## src/rtl/sopc_bus_bridge_if.sv

```systemverilog
// Bundles the CPU data port and the shared slave bus of the SOPC data-side bridge.
// The master modport is the bridge's view; the slave modport is the CPU/slaves side.
interface sopc_bus_bridge_if #(
  parameter int NUM_SLAVES = 4
);
  logic                     cpu_ce_i;
  logic                     cpu_we_i;
  logic [31:0]              cpu_addr_i;
  logic [3:0]               cpu_sel_i;
  logic [31:0]              cpu_wdata_i;
  logic [31:0]              cpu_rdata_o;
  logic                     cpu_stall_o;
  logic                     cpu_err_o;
  logic [NUM_SLAVES-1:0]    s_ce_o;
  logic                     s_we_o;
  logic [31:0]              s_addr_o;
  logic [3:0]               s_sel_o;
  logic [31:0]              s_wdata_o;
  logic [NUM_SLAVES*32-1:0] s_rdata_i;
  logic [NUM_SLAVES-1:0]    s_ack_i;
  logic                     err_valid_o;
  logic [31:0]              err_addr_o;
  logic                     err_clr_i;

  modport master (
    input  cpu_ce_i, cpu_we_i, cpu_addr_i, cpu_sel_i, cpu_wdata_i,
    input  s_rdata_i, s_ack_i, err_clr_i,
    output cpu_rdata_o, cpu_stall_o, cpu_err_o,
    output s_ce_o, s_we_o, s_addr_o, s_sel_o, s_wdata_o,
    output err_valid_o, err_addr_o
  );

  modport slave (
    output cpu_ce_i, cpu_we_i, cpu_addr_i, cpu_sel_i, cpu_wdata_i,
    output s_rdata_i, s_ack_i, err_clr_i,
    input  cpu_rdata_o, cpu_stall_o, cpu_err_o,
    input  s_ce_o, s_we_o, s_addr_o, s_sel_o, s_wdata_o,
    input  err_valid_o, err_addr_o
  );
endinterface

```

## src/rtl/sopc_bus_bridge.sv

```systemverilog
// Data-side interconnect between the CPU RAM port and NUM_SLAVES memory-mapped slaves:
// base/mask decode, stall/ack handshake with wait-state timeout, and a sticky bus-error log.
module sopc_bus_bridge #(
  parameter int                       NUM_SLAVES = 4,
  parameter logic [NUM_SLAVES*32-1:0] SLV_BASE   = {32'h2000_0000, 32'h1000_0000,
                                                    32'h0000_1000, 32'h0000_0000},
  parameter logic [NUM_SLAVES*32-1:0] SLV_MASK   = {4{32'hFFFF_F000}},
  parameter int                       TIMEOUT    = 16
) (
  input logic               clk,
  input logic               rst,
  sopc_bus_bridge_if.master bus
);

  localparam int CNT_W = $clog2(TIMEOUT);

  typedef enum logic [1:0] {IDLE, ACCESS, DONE} state_t;

  state_t                state;
  logic [CNT_W-1:0]      wait_cnt;
  logic [NUM_SLAVES-1:0] hit_vec;
  logic [31:0]           ack_data;
  logic                  ack_hit;
  logic                  timeout_hit;
  logic                  log_err;
  logic [31:0]           log_addr;

  // Descending scan so the lowest matching index is the one left standing on overlap.
  always_comb begin
    hit_vec = '0;
    for (int k = NUM_SLAVES - 1; k >= 0; k--) begin
      if ((bus.cpu_addr_i & SLV_MASK[k*32 +: 32]) == SLV_BASE[k*32 +: 32])
        hit_vec = NUM_SLAVES'(1) << k;
    end
    ack_data = '0;
    for (int k = 0; k < NUM_SLAVES; k++) begin
      if (bus.s_ce_o[k])
        ack_data = ack_data | bus.s_rdata_i[k*32 +: 32];
    end
  end

  assign ack_hit     = |(bus.s_ce_o & bus.s_ack_i);
  assign timeout_hit = (wait_cnt == CNT_W'(TIMEOUT - 1));
  assign log_err     = ((state == IDLE) && bus.cpu_ce_i && (hit_vec == '0)) ||
                       ((state == ACCESS) && !ack_hit && timeout_hit);
  assign log_addr    = (state == IDLE) ? bus.cpu_addr_i : bus.s_addr_o;

  assign bus.cpu_stall_o = (state == IDLE) ? bus.cpu_ce_i : (state == ACCESS);

  always_ff @(posedge clk) begin
    if (rst) begin
      state           <= IDLE;
      wait_cnt        <= '0;
      bus.s_ce_o      <= '0;
      bus.s_we_o      <= 1'b0;
      bus.s_addr_o    <= '0;
      bus.s_sel_o     <= '0;
      bus.s_wdata_o   <= '0;
      bus.cpu_rdata_o <= '0;
      bus.cpu_err_o   <= 1'b0;
    end else begin
      case (state)
        IDLE: begin
          if (bus.cpu_ce_i) begin
            bus.s_we_o    <= bus.cpu_we_i;
            bus.s_addr_o  <= bus.cpu_addr_i;
            bus.s_sel_o   <= bus.cpu_sel_i;
            bus.s_wdata_o <= bus.cpu_wdata_i;
            wait_cnt      <= '0;
            if (hit_vec != '0) begin
              bus.s_ce_o <= hit_vec;
              state      <= ACCESS;
            end else begin
              bus.cpu_rdata_o <= '0;
              bus.cpu_err_o   <= 1'b1;
              state           <= DONE;
            end
          end
        end
        ACCESS: begin
          if (ack_hit) begin
            // Writes hand back zero so the CPU never sees stale slave data.
            bus.cpu_rdata_o <= bus.s_we_o ? 32'h0 : ack_data;
            bus.cpu_err_o   <= 1'b0;
            bus.s_ce_o      <= '0;
            state           <= DONE;
          end else if (timeout_hit) begin
            bus.cpu_rdata_o <= '0;
            bus.cpu_err_o   <= 1'b1;
            bus.s_ce_o      <= '0;
            state           <= DONE;
          end else begin
            wait_cnt <= wait_cnt + 1'b1;
          end
        end
        DONE:    state <= IDLE;
        default: state <= IDLE;
      endcase
    end
  end

  // First error since the last clear is kept; a clear coinciding with a new error logs the new one.
  always_ff @(posedge clk) begin
    if (rst) begin
      bus.err_valid_o <= 1'b0;
      bus.err_addr_o  <= '0;
    end else if (log_err && (!bus.err_valid_o || bus.err_clr_i)) begin
      bus.err_valid_o <= 1'b1;
      bus.err_addr_o  <= log_addr;
    end else if (bus.err_clr_i) begin
      bus.err_valid_o <= 1'b0;
    end
  end

endmodule

```

## src/flat_wrapper.sv

```systemverilog
// flat-port wrapper written by rule: the top's interface ports become plain ports
module sopc_bus_bridge_flat 
#(
  parameter int                       NUM_SLAVES = 4,
  parameter logic [NUM_SLAVES*32-1:0] SLV_BASE   = {32'h2000_0000, 32'h1000_0000,
                                                    32'h0000_1000, 32'h0000_0000},
  parameter logic [NUM_SLAVES*32-1:0] SLV_MASK   = {4{32'hFFFF_F000}},
  parameter int                       TIMEOUT    = 16
)
  (clk, rst, bus_cpu_ce_i, bus_cpu_we_i, bus_cpu_addr_i, bus_cpu_sel_i, bus_cpu_wdata_i, bus_s_rdata_i, bus_s_ack_i, bus_err_clr_i, bus_cpu_rdata_o, bus_cpu_stall_o, bus_cpu_err_o, bus_s_ce_o, bus_s_we_o, bus_s_addr_o, bus_s_sel_o, bus_s_wdata_o, bus_err_valid_o, bus_err_addr_o);
  sopc_bus_bridge_if #(.NUM_SLAVES(NUM_SLAVES)) bus_i ();
  input logic clk;
  input logic rst;
  input wire logic [$bits(bus_i.cpu_ce_i)-1:0] bus_cpu_ce_i;
  input wire logic [$bits(bus_i.cpu_we_i)-1:0] bus_cpu_we_i;
  input wire logic [$bits(bus_i.cpu_addr_i)-1:0] bus_cpu_addr_i;
  input wire logic [$bits(bus_i.cpu_sel_i)-1:0] bus_cpu_sel_i;
  input wire logic [$bits(bus_i.cpu_wdata_i)-1:0] bus_cpu_wdata_i;
  input wire logic [$bits(bus_i.s_rdata_i)-1:0] bus_s_rdata_i;
  input wire logic [$bits(bus_i.s_ack_i)-1:0] bus_s_ack_i;
  input wire logic [$bits(bus_i.err_clr_i)-1:0] bus_err_clr_i;
  output wire logic [$bits(bus_i.cpu_rdata_o)-1:0] bus_cpu_rdata_o;
  output wire logic [$bits(bus_i.cpu_stall_o)-1:0] bus_cpu_stall_o;
  output wire logic [$bits(bus_i.cpu_err_o)-1:0] bus_cpu_err_o;
  output wire logic [$bits(bus_i.s_ce_o)-1:0] bus_s_ce_o;
  output wire logic [$bits(bus_i.s_we_o)-1:0] bus_s_we_o;
  output wire logic [$bits(bus_i.s_addr_o)-1:0] bus_s_addr_o;
  output wire logic [$bits(bus_i.s_sel_o)-1:0] bus_s_sel_o;
  output wire logic [$bits(bus_i.s_wdata_o)-1:0] bus_s_wdata_o;
  output wire logic [$bits(bus_i.err_valid_o)-1:0] bus_err_valid_o;
  output wire logic [$bits(bus_i.err_addr_o)-1:0] bus_err_addr_o;
  assign bus_i.cpu_ce_i = bus_cpu_ce_i;
  assign bus_i.cpu_we_i = bus_cpu_we_i;
  assign bus_i.cpu_addr_i = bus_cpu_addr_i;
  assign bus_i.cpu_sel_i = bus_cpu_sel_i;
  assign bus_i.cpu_wdata_i = bus_cpu_wdata_i;
  assign bus_i.s_rdata_i = bus_s_rdata_i;
  assign bus_i.s_ack_i = bus_s_ack_i;
  assign bus_i.err_clr_i = bus_err_clr_i;
  assign bus_cpu_rdata_o = bus_i.cpu_rdata_o;
  assign bus_cpu_stall_o = bus_i.cpu_stall_o;
  assign bus_cpu_err_o = bus_i.cpu_err_o;
  assign bus_s_ce_o = bus_i.s_ce_o;
  assign bus_s_we_o = bus_i.s_we_o;
  assign bus_s_addr_o = bus_i.s_addr_o;
  assign bus_s_sel_o = bus_i.s_sel_o;
  assign bus_s_wdata_o = bus_i.s_wdata_o;
  assign bus_err_valid_o = bus_i.err_valid_o;
  assign bus_err_addr_o = bus_i.err_addr_o;
  sopc_bus_bridge #(.NUM_SLAVES(NUM_SLAVES), .SLV_BASE(SLV_BASE), .SLV_MASK(SLV_MASK), .TIMEOUT(TIMEOUT)) u_core (.clk(clk), .rst(rst), .bus(bus_i));
endmodule
```

## config.mk

```make
export PLATFORM = sky130hd
export DESIGN_NAME = sopc_bus_bridge_flat
export DESIGN_NICKNAME = d
export VERILOG_FILES = /design/src/rtl/sopc_bus_bridge_if.sv /design/src/rtl/sopc_bus_bridge.sv /design/src/flat_wrapper.sv
export SDC_FILE = /design/constraint.sdc
export NUM_CORES = 1
export LEC_CHECK = 0
export CAP_MARGIN = 25
export CORE_AREA = 2 2 132 134
export DETAILED_ROUTE_END_ITERATION = 6
export DIE_AREA = 0 0 134 136
export PLACE_DENSITY = 0.85
export SYNTH_ARGS = -nofsm -noshare
export SYNTH_HDL_FRONTEND = slang
export SYNTH_SLANG_ARGS = --single-unit
```

## constraint.sdc

```tcl
create_clock -name clk -period 2.1 [get_ports clk]
set_clock_uncertainty 0.05 [all_clocks]
set_input_delay 0.21 -clock clk [delete_from_list [all_inputs] [get_ports clk]]
set_output_delay 0.21 -clock clk [all_outputs]
set_load 0.05 [all_outputs]
```

**Word level (Yosys, flattened, before mapping)**

Cells that the tools add are included.

- Flip-flop bits (word level): 145
- Word-level logic and storage cells: 85
- Output and inout bits: 140

- Bitwise logic cells: 4
- Mux-type cells: 37
- Add/sub/neg operators: 1
- Eq/ne operators: 11
- Reductions and logical operators: 21

Operators by type and width:

| operator | count |
|---|---|
| two-way mux 32 bit | 10 |
| bitwise OR 32 bit | 3 |
| one-hot mux 32 bit (2 select lines) | 1 |
| two-way mux 4 bit | 11 |
| zero test 32 bit | 1 |
| equality test 20 x 1 -> 1 bit, second input constant | 1 |
| equality test 20 x 17 -> 1 bit, second input constant | 1 |
| equality test 20 x 18 -> 1 bit, second input constant | 1 |
| one-hot mux 4 bit (2 select lines) | 2 |
| AND reduction 4 bit | 3 |
| inequality test 2 bit, second input constant | 5 |
| two-way mux 2 bit | 4 |
| two-way mux 1 bit | 7 |
| logical AND 1 bit | 5 |
| adder 4 x 1 -> 4 bit, second input constant | 1 |
| bitwise AND 4 bit | 1 |
| equality test 4 bit, second input constant | 1 |
| zero test 4 bit | 1 |
| one-hot mux 2 bit (2 select lines) | 1 |
| AND reduction 2 bit | 2 |
| nonzero test 2 bit | 2 |
| nonzero test 4 bit | 1 |
| OR reduction 4 bit | 1 |
| inequality test 3 x 1 -> 1 bit, second input constant | 1 |
| 5 further kinds | 7 |

**Depth between registers and ports, before layout**

- Word-level depth: 10
- Gate-level depth with buffers: 8

**Worst setup path after synthesis**

Ideal clock, no wire load.

- Kind: flip-flop to flip-flop
- Start: register u_core.bus.s_ce_o[0]
- End: register u_core.bus.cpu_rdata_o[22]
- Cell stages (with the launch flop): 8
- Data arrival time: 2.048 ns
- Period minus slack after synthesis: 2.228 ns
- Required time: 1.920 ns
- Path slack: -0.128 ns
- Library setup time: 0.130 ns
- Path buffers: 2
- Cell sequence: dfxtp_1 > clkbuf_1 > a22oi_1 > and2_1 > and3_1 > a211oi_2 > clkbuf_1 > o21ai_0

- Word-level cells in the longest chain between the ends: 10
- Elaborated cells on any way between the ends: 14

Ends and longest elaborated chain:

| what | line | source |
|---|---|---|
| start, declared | sopc_bus_bridge_if.sv:29 | `output s_ce_o, s_we_o, s_addr_o, s_sel_o, s_wdata_o,` |
| start signal, assigned | sopc_bus_bridge.sv:71 | `bus.s_ce_o <= hit_vec;` |
| two-way mux 32 bit | sopc_bus_bridge.sv:37 | `if (bus.s_ce_o[k])` |
| bitwise OR 32 bit | sopc_bus_bridge.sv:38 | `ack_data = ack_data \| bus.s_rdata_i[k*32 +: 32];` |
| two-way mux 32 bit | sopc_bus_bridge.sv:37 |  |
| bitwise OR 32 bit | sopc_bus_bridge.sv:38 |  |
| two-way mux 32 bit | sopc_bus_bridge.sv:37 |  |
| bitwise OR 32 bit | sopc_bus_bridge.sv:38 |  |
| two-way mux 32 bit | sopc_bus_bridge.sv:37 |  |
| two-way mux 32 bit | sopc_bus_bridge.sv:83 | `bus.cpu_rdata_o <= bus.s_we_o ? 32'h0 : ack_data;` |
| two-way mux 32 bit | sopc_bus_bridge.sv:81 | `if (ack_hit) begin` |
| one-hot mux 32 bit (2 select lines) | sopc_bus_bridge.sv:62 | `case (state)` |
| end signal, assigned | sopc_bus_bridge.sv:83 |  |
| end, declared | sopc_bus_bridge_if.sv:28 | `output cpu_rdata_o, cpu_stall_o, cpu_err_o,` |

Several ways; a longest one is shown, not always the timed one.
A chain may end at the register's enable or synchronous reset.

**Final worst setup path**

- Start: input port bus_cpu_addr_i[30]
- End: register u_core.bus.err_addr_o[2]

- Word-level cells in the longest chain between the ends: 9
- Elaborated cells on any way between the ends: 12

Ends and longest elaborated chain:

| what | line | source |
|---|---|---|
| start, declared | flat_wrapper.sv:16 | `input wire logic [$bits(bus_i.cpu_addr_i)-1:0] bus_cpu_addr_i;` |
| equality test 20 x 18 -> 1 bit | sopc_bus_bridge.sv:32 | `if ((bus.cpu_addr_i & SLV_MASK[k*32 +: 32]) == SLV_BASE[k*32 +: 32])` |
| two-way mux 4 bit (3 in series) | sopc_bus_bridge.sv:32 |  |
| two-way mux 4 bit * | sopc_bus_bridge.sv:32 |  |
| zero test 4 bit * | sopc_bus_bridge.sv:44 | `assign log_err = ((state == IDLE) && bus.cpu_ce_i && (hit_vec == '0)) \|\|` |
| logical AND 1 bit * | sopc_bus_bridge.sv:44 |  |
| logical OR 1 bit * | sopc_bus_bridge.sv:44 |  |
| logical AND 1 bit * | sopc_bus_bridge.sv:107 | `end else if (log_err && (!bus.err_valid_o \|\| bus.err_clr_i)) begin` |
| end signal, assigned | sopc_bus_bridge.sv:109 | `bus.err_addr_o <= log_addr;` |
| end, declared | sopc_bus_bridge_if.sv:30 | `output err_valid_o, err_addr_o` |

Every way passes the cells marked *; elsewhere a longest branch is shown, timed or not.

==> flow_summary_export.csv <==
group,metric,value,unit
logic_synthesis,syn_nets,1022,
logic_synthesis,synth.avg_cell_area,8.15,sq um
die,initial_core_util,0.394,
clock_network,numCtsBuffers,17,
global_route,antenna_found_initial,1,
cells_and_area,diodes,0,
detailed_routing,drt-total-wl,23100,microns
clock_network,postCtsSetupBuffers,0,
clock_network,clock_latency,0.42,ns
global_route,grt_pass1_vias,7008,
setup_path,r2r_slack,0.28,ns
sta,slew_headroom,0.439,
place,place_area,10600,sq um
die,io_pins,345,
pwr,p_leak,4.18,nW
logic_synthesis,yosysWarningCount,0,
logic_synthesis,ys.flop_type,"dfxtp_1",
clock_network,ctsHoldBuffers,0,
detailed_routing,drc_errors,0,
place,io_buffers,344,
die,dieHeight,136,microns
sta,finalWorstSetupSlack,0.0943,ns
sta,min_period_over_period,0.955,
detailed_routing,vias,7188,
logic_synthesis,yosysMostFrequentCell,"nand2_1",
sta,slew_viol_final,0,
die,rows,48,
global_route,grt-ovfl-total,0,
cells_and_area,area_growth,70.4,%
clock_network,root_buffer,"clkbuf_16",
place,dpl.hpwl,16700,microns
sta,rsz0062_at_grt,"false",
clock_network,clock_path_buffers,2,
setup_path,endpoint,"u_core.bus.err_addr_o[2]",
pwr,power_density,723,nW/um^2
setup_path,path_max_fanout,20,
logic_synthesis,synth_top_area_frac,0.436,
setup_path,required,2.38,ns
cells_and_area,final_cell_area,11300,sq um
detailed_routing,viasPerCell,5.15,
clock_network,cts_tree,"done",
cells_and_area,final_nets,1364,
setup_path,worstSetupStartpoint,"bus_cpu_addr_i[30]",
logic_synthesis,synthCells,816,
logic_synthesis,synth-edff-count,0,
setup_path,reg2reg_from,"u_core.wait_cnt[0]",
global_route,grt_pass1_wl,35700,microns
setup_path,cp_data_arrival_time,2.28,ns
logic_synthesis,netlist_area,6650,sq um
sta,report.final.hold_viol_count,0,
clock_network,cts.reportedPaths.clkPinSlew,0.06,ns
sta,fmax,0.499,GHz
detailed_routing,drt-pass1-iter-count,5,
logic_synthesis,synth_seq_cells,145,
cells_and_area,nFillCells,1356,
pwr,p_total,8.20,mW
global_route,grt_usage,0.247,
flow_run,maxCapViolations,0,
logic_synthesis,synth_area_leaders,"dfxtp_1 (44%), nand2_1 (12%), a22oi_1 (7.4%)",
setup_path,setup.worst_path.class,"in2reg",
pwr,peakVddDrop,602,uV
die,die_w,134,microns
die,core,16900,sq um
logic_synthesis,synthDistinctLibCells,37,
logic_synthesis,yosysSeqAreaShare,0.436,
detailed_routing,wl_per_cell,16.6,microns
clock_network,cts_max_level,4,
detailed_routing,antenna_left,0,
sta,setup_viol,0,
sta,worstMarginPinSlew,0.841,ns
logic_synthesis,synth.cells.most_frequent,"nand2_1 (205), dfxtp_1 (145), a21oi_1 (76)",
setup_path,r2r_cells,7,
cells_and_area,layout-drive-gt1-share,0.117,
detailed_routing,drt-initial-drc-count,385,
setup_path,start_kind,"input pin",
min_path,hold_class,"in2reg",
setup_path,cp-end-kind,"flip-flop",
status,status,"finished, final reports clean",
logic_synthesis,async_flop_share,0,
sta,post-route-min-period,2.01,ns
clock_network,clock_sinks,145,
logic_synthesis,post-synth-top-area-cell,"dfxtp_1",
place,place.gp.congestion,0.810,
die,dieArea,18200,sq um
place,pre_cts_ws,-0.435,ns
setup_path,r2r-end,"u_core.bus.err_addr_o[2]",
global_route,grt_max_degree,74,
==> final cells by class <==
type / instances / area [sq um] / area share
clock buffer: 23 / 508 / 0.0448
clock inverter: 8 / 171 / 0.0151
multi-input combinational: 567 / 3400 / 0.300
timing repair buffer: 394 / 3950 / 0.348
sequential: 145 / 2910 / 0.257
inverter: 33 / 124 / 0.0109
tap: 225 / 282 / 0.0248
==> power by group <==
part / internal [mW] / leakage, nW / switching (mW)
registers: 2.89 / 1.19 / 0.0787
clock network: 2.30 / 0.332 / 1.17
logic: 0.798 / 2.65 / 0.963
total: 5.98 / 4.18 / 2.21
==> layout by cell type, fill, tap and decap left out, types with 6 or more instances in the layout <==
master             n
clkdlybuf4s50_1  338
nand2_1          204
dfxtp_1          141
a21oi_1           76
a22oi_1           66
buf_4             44
nand2b_1          38
nor2b_1           34
inv_1             33
a211oi_1          32
a221oi_2          31
o21ai_0           29
clkbuf_16         17
buf_12            11
nor2_1             7
nor3_1             6
clkbuf_8           6
==> stage by stage <==
stage | TNS (ns) | cells | hold slack, ns | util
2_1_floorplan | 0 | 816 | 0.296 | -
3_3_place_gp | -18.11 | 1364 | 0.390 | 0.629
3_5_place_dp | -19.71 | 1364 | 0.396 | 0.629
4_1_cts | 0 | 1395 | 0.179 | 0.670
5_1_grt | 0 | 1395 | 0.209 | 0.672
6_report | 0 | 1395 | 0.187 | 0.672
==> logic make-up (layout without fill, tap and decap cells) <==
logic type      count (synthesis)  in the layout  synth area share
compound gates                244            244             0.269
xor+xnor                        3              3           0.00395
fa+ha+maj                       2              2           0.00339
buf+inv                       104            458            0.0649
flops                         145            145             0.436
mux                             4              4           0.00602
simple gates                  314            314             0.216
==> how the worst min path moves through the flow <==
stage	start	to	slack (ns)	cells after the start
6_report	rst	u_core.bus.s_ce_o[0]	0.19	5
5_1_grt	rst	u_core.bus.s_ce_o[0]	0.21	5
4_1_cts	rst	u_core.bus.s_ce_o[0]	0.18	5
3_5_place_dp	u_core.bus.s_wdata_o[8]	u_core.bus.s_wdata_o[8]	0.40	2
3_3_place_gp	u_core.bus.s_wdata_o[18]	u_core.bus.s_wdata_o[18]	0.39	2
2_1_floorplan	bus_cpu_addr_i[0]	u_core.bus.s_addr_o[0]	0.30	2
==> timing repair <==
item / CTS / global route
endpoints found under the setup margin: 1 / 15
hold endpoints to repair: 0 / 0
resized for setup: 1 / 6
pin swaps: 0 / 2
==> routing by layer <==
layer | vias to the layer above | GRT usage | part of all wire
li1 | 3513 | - | -
met1 | 3361 | 0.288 | 0.40
met2 | 259 | 0.418 | 0.49
met3 | 53 | 0.0712 | 0.074
met4 | 2 | 0.116 | 0.033
met5 | - | 0 | 0.00056
==> registers in the layout, indices dropped and copies added (netlist names) <==
| signal | count |
|---|---|
| u_core.bus.cpu_err_o | 1 |
| u_core.bus.cpu_rdata_o | 32 |
| u_core.bus.err_addr_o | 32 |
| u_core.bus.err_valid_o | 1 |
| u_core.bus.s_addr_o | 32 |
| u_core.bus.s_ce_o | 4 |
| u_core.bus.s_sel_o | 4 |
| u_core.bus.s_wdata_o | 32 |
| u_core.bus.s_we_o | 1 |
| u_core.state | 2 |
| u_core.wait_cnt | 4 |
==> worst max-delay path, stage by stage <==
cell             delay, ns
clkdlybuf4s50_1       0.43
or4_4                 0.60
nor3_4                0.16
a21oi_1               0.10
or2_2                 0.34
buf_12                0.18
a221oi_2              0.24
Power figures use the tool's default switching activity.
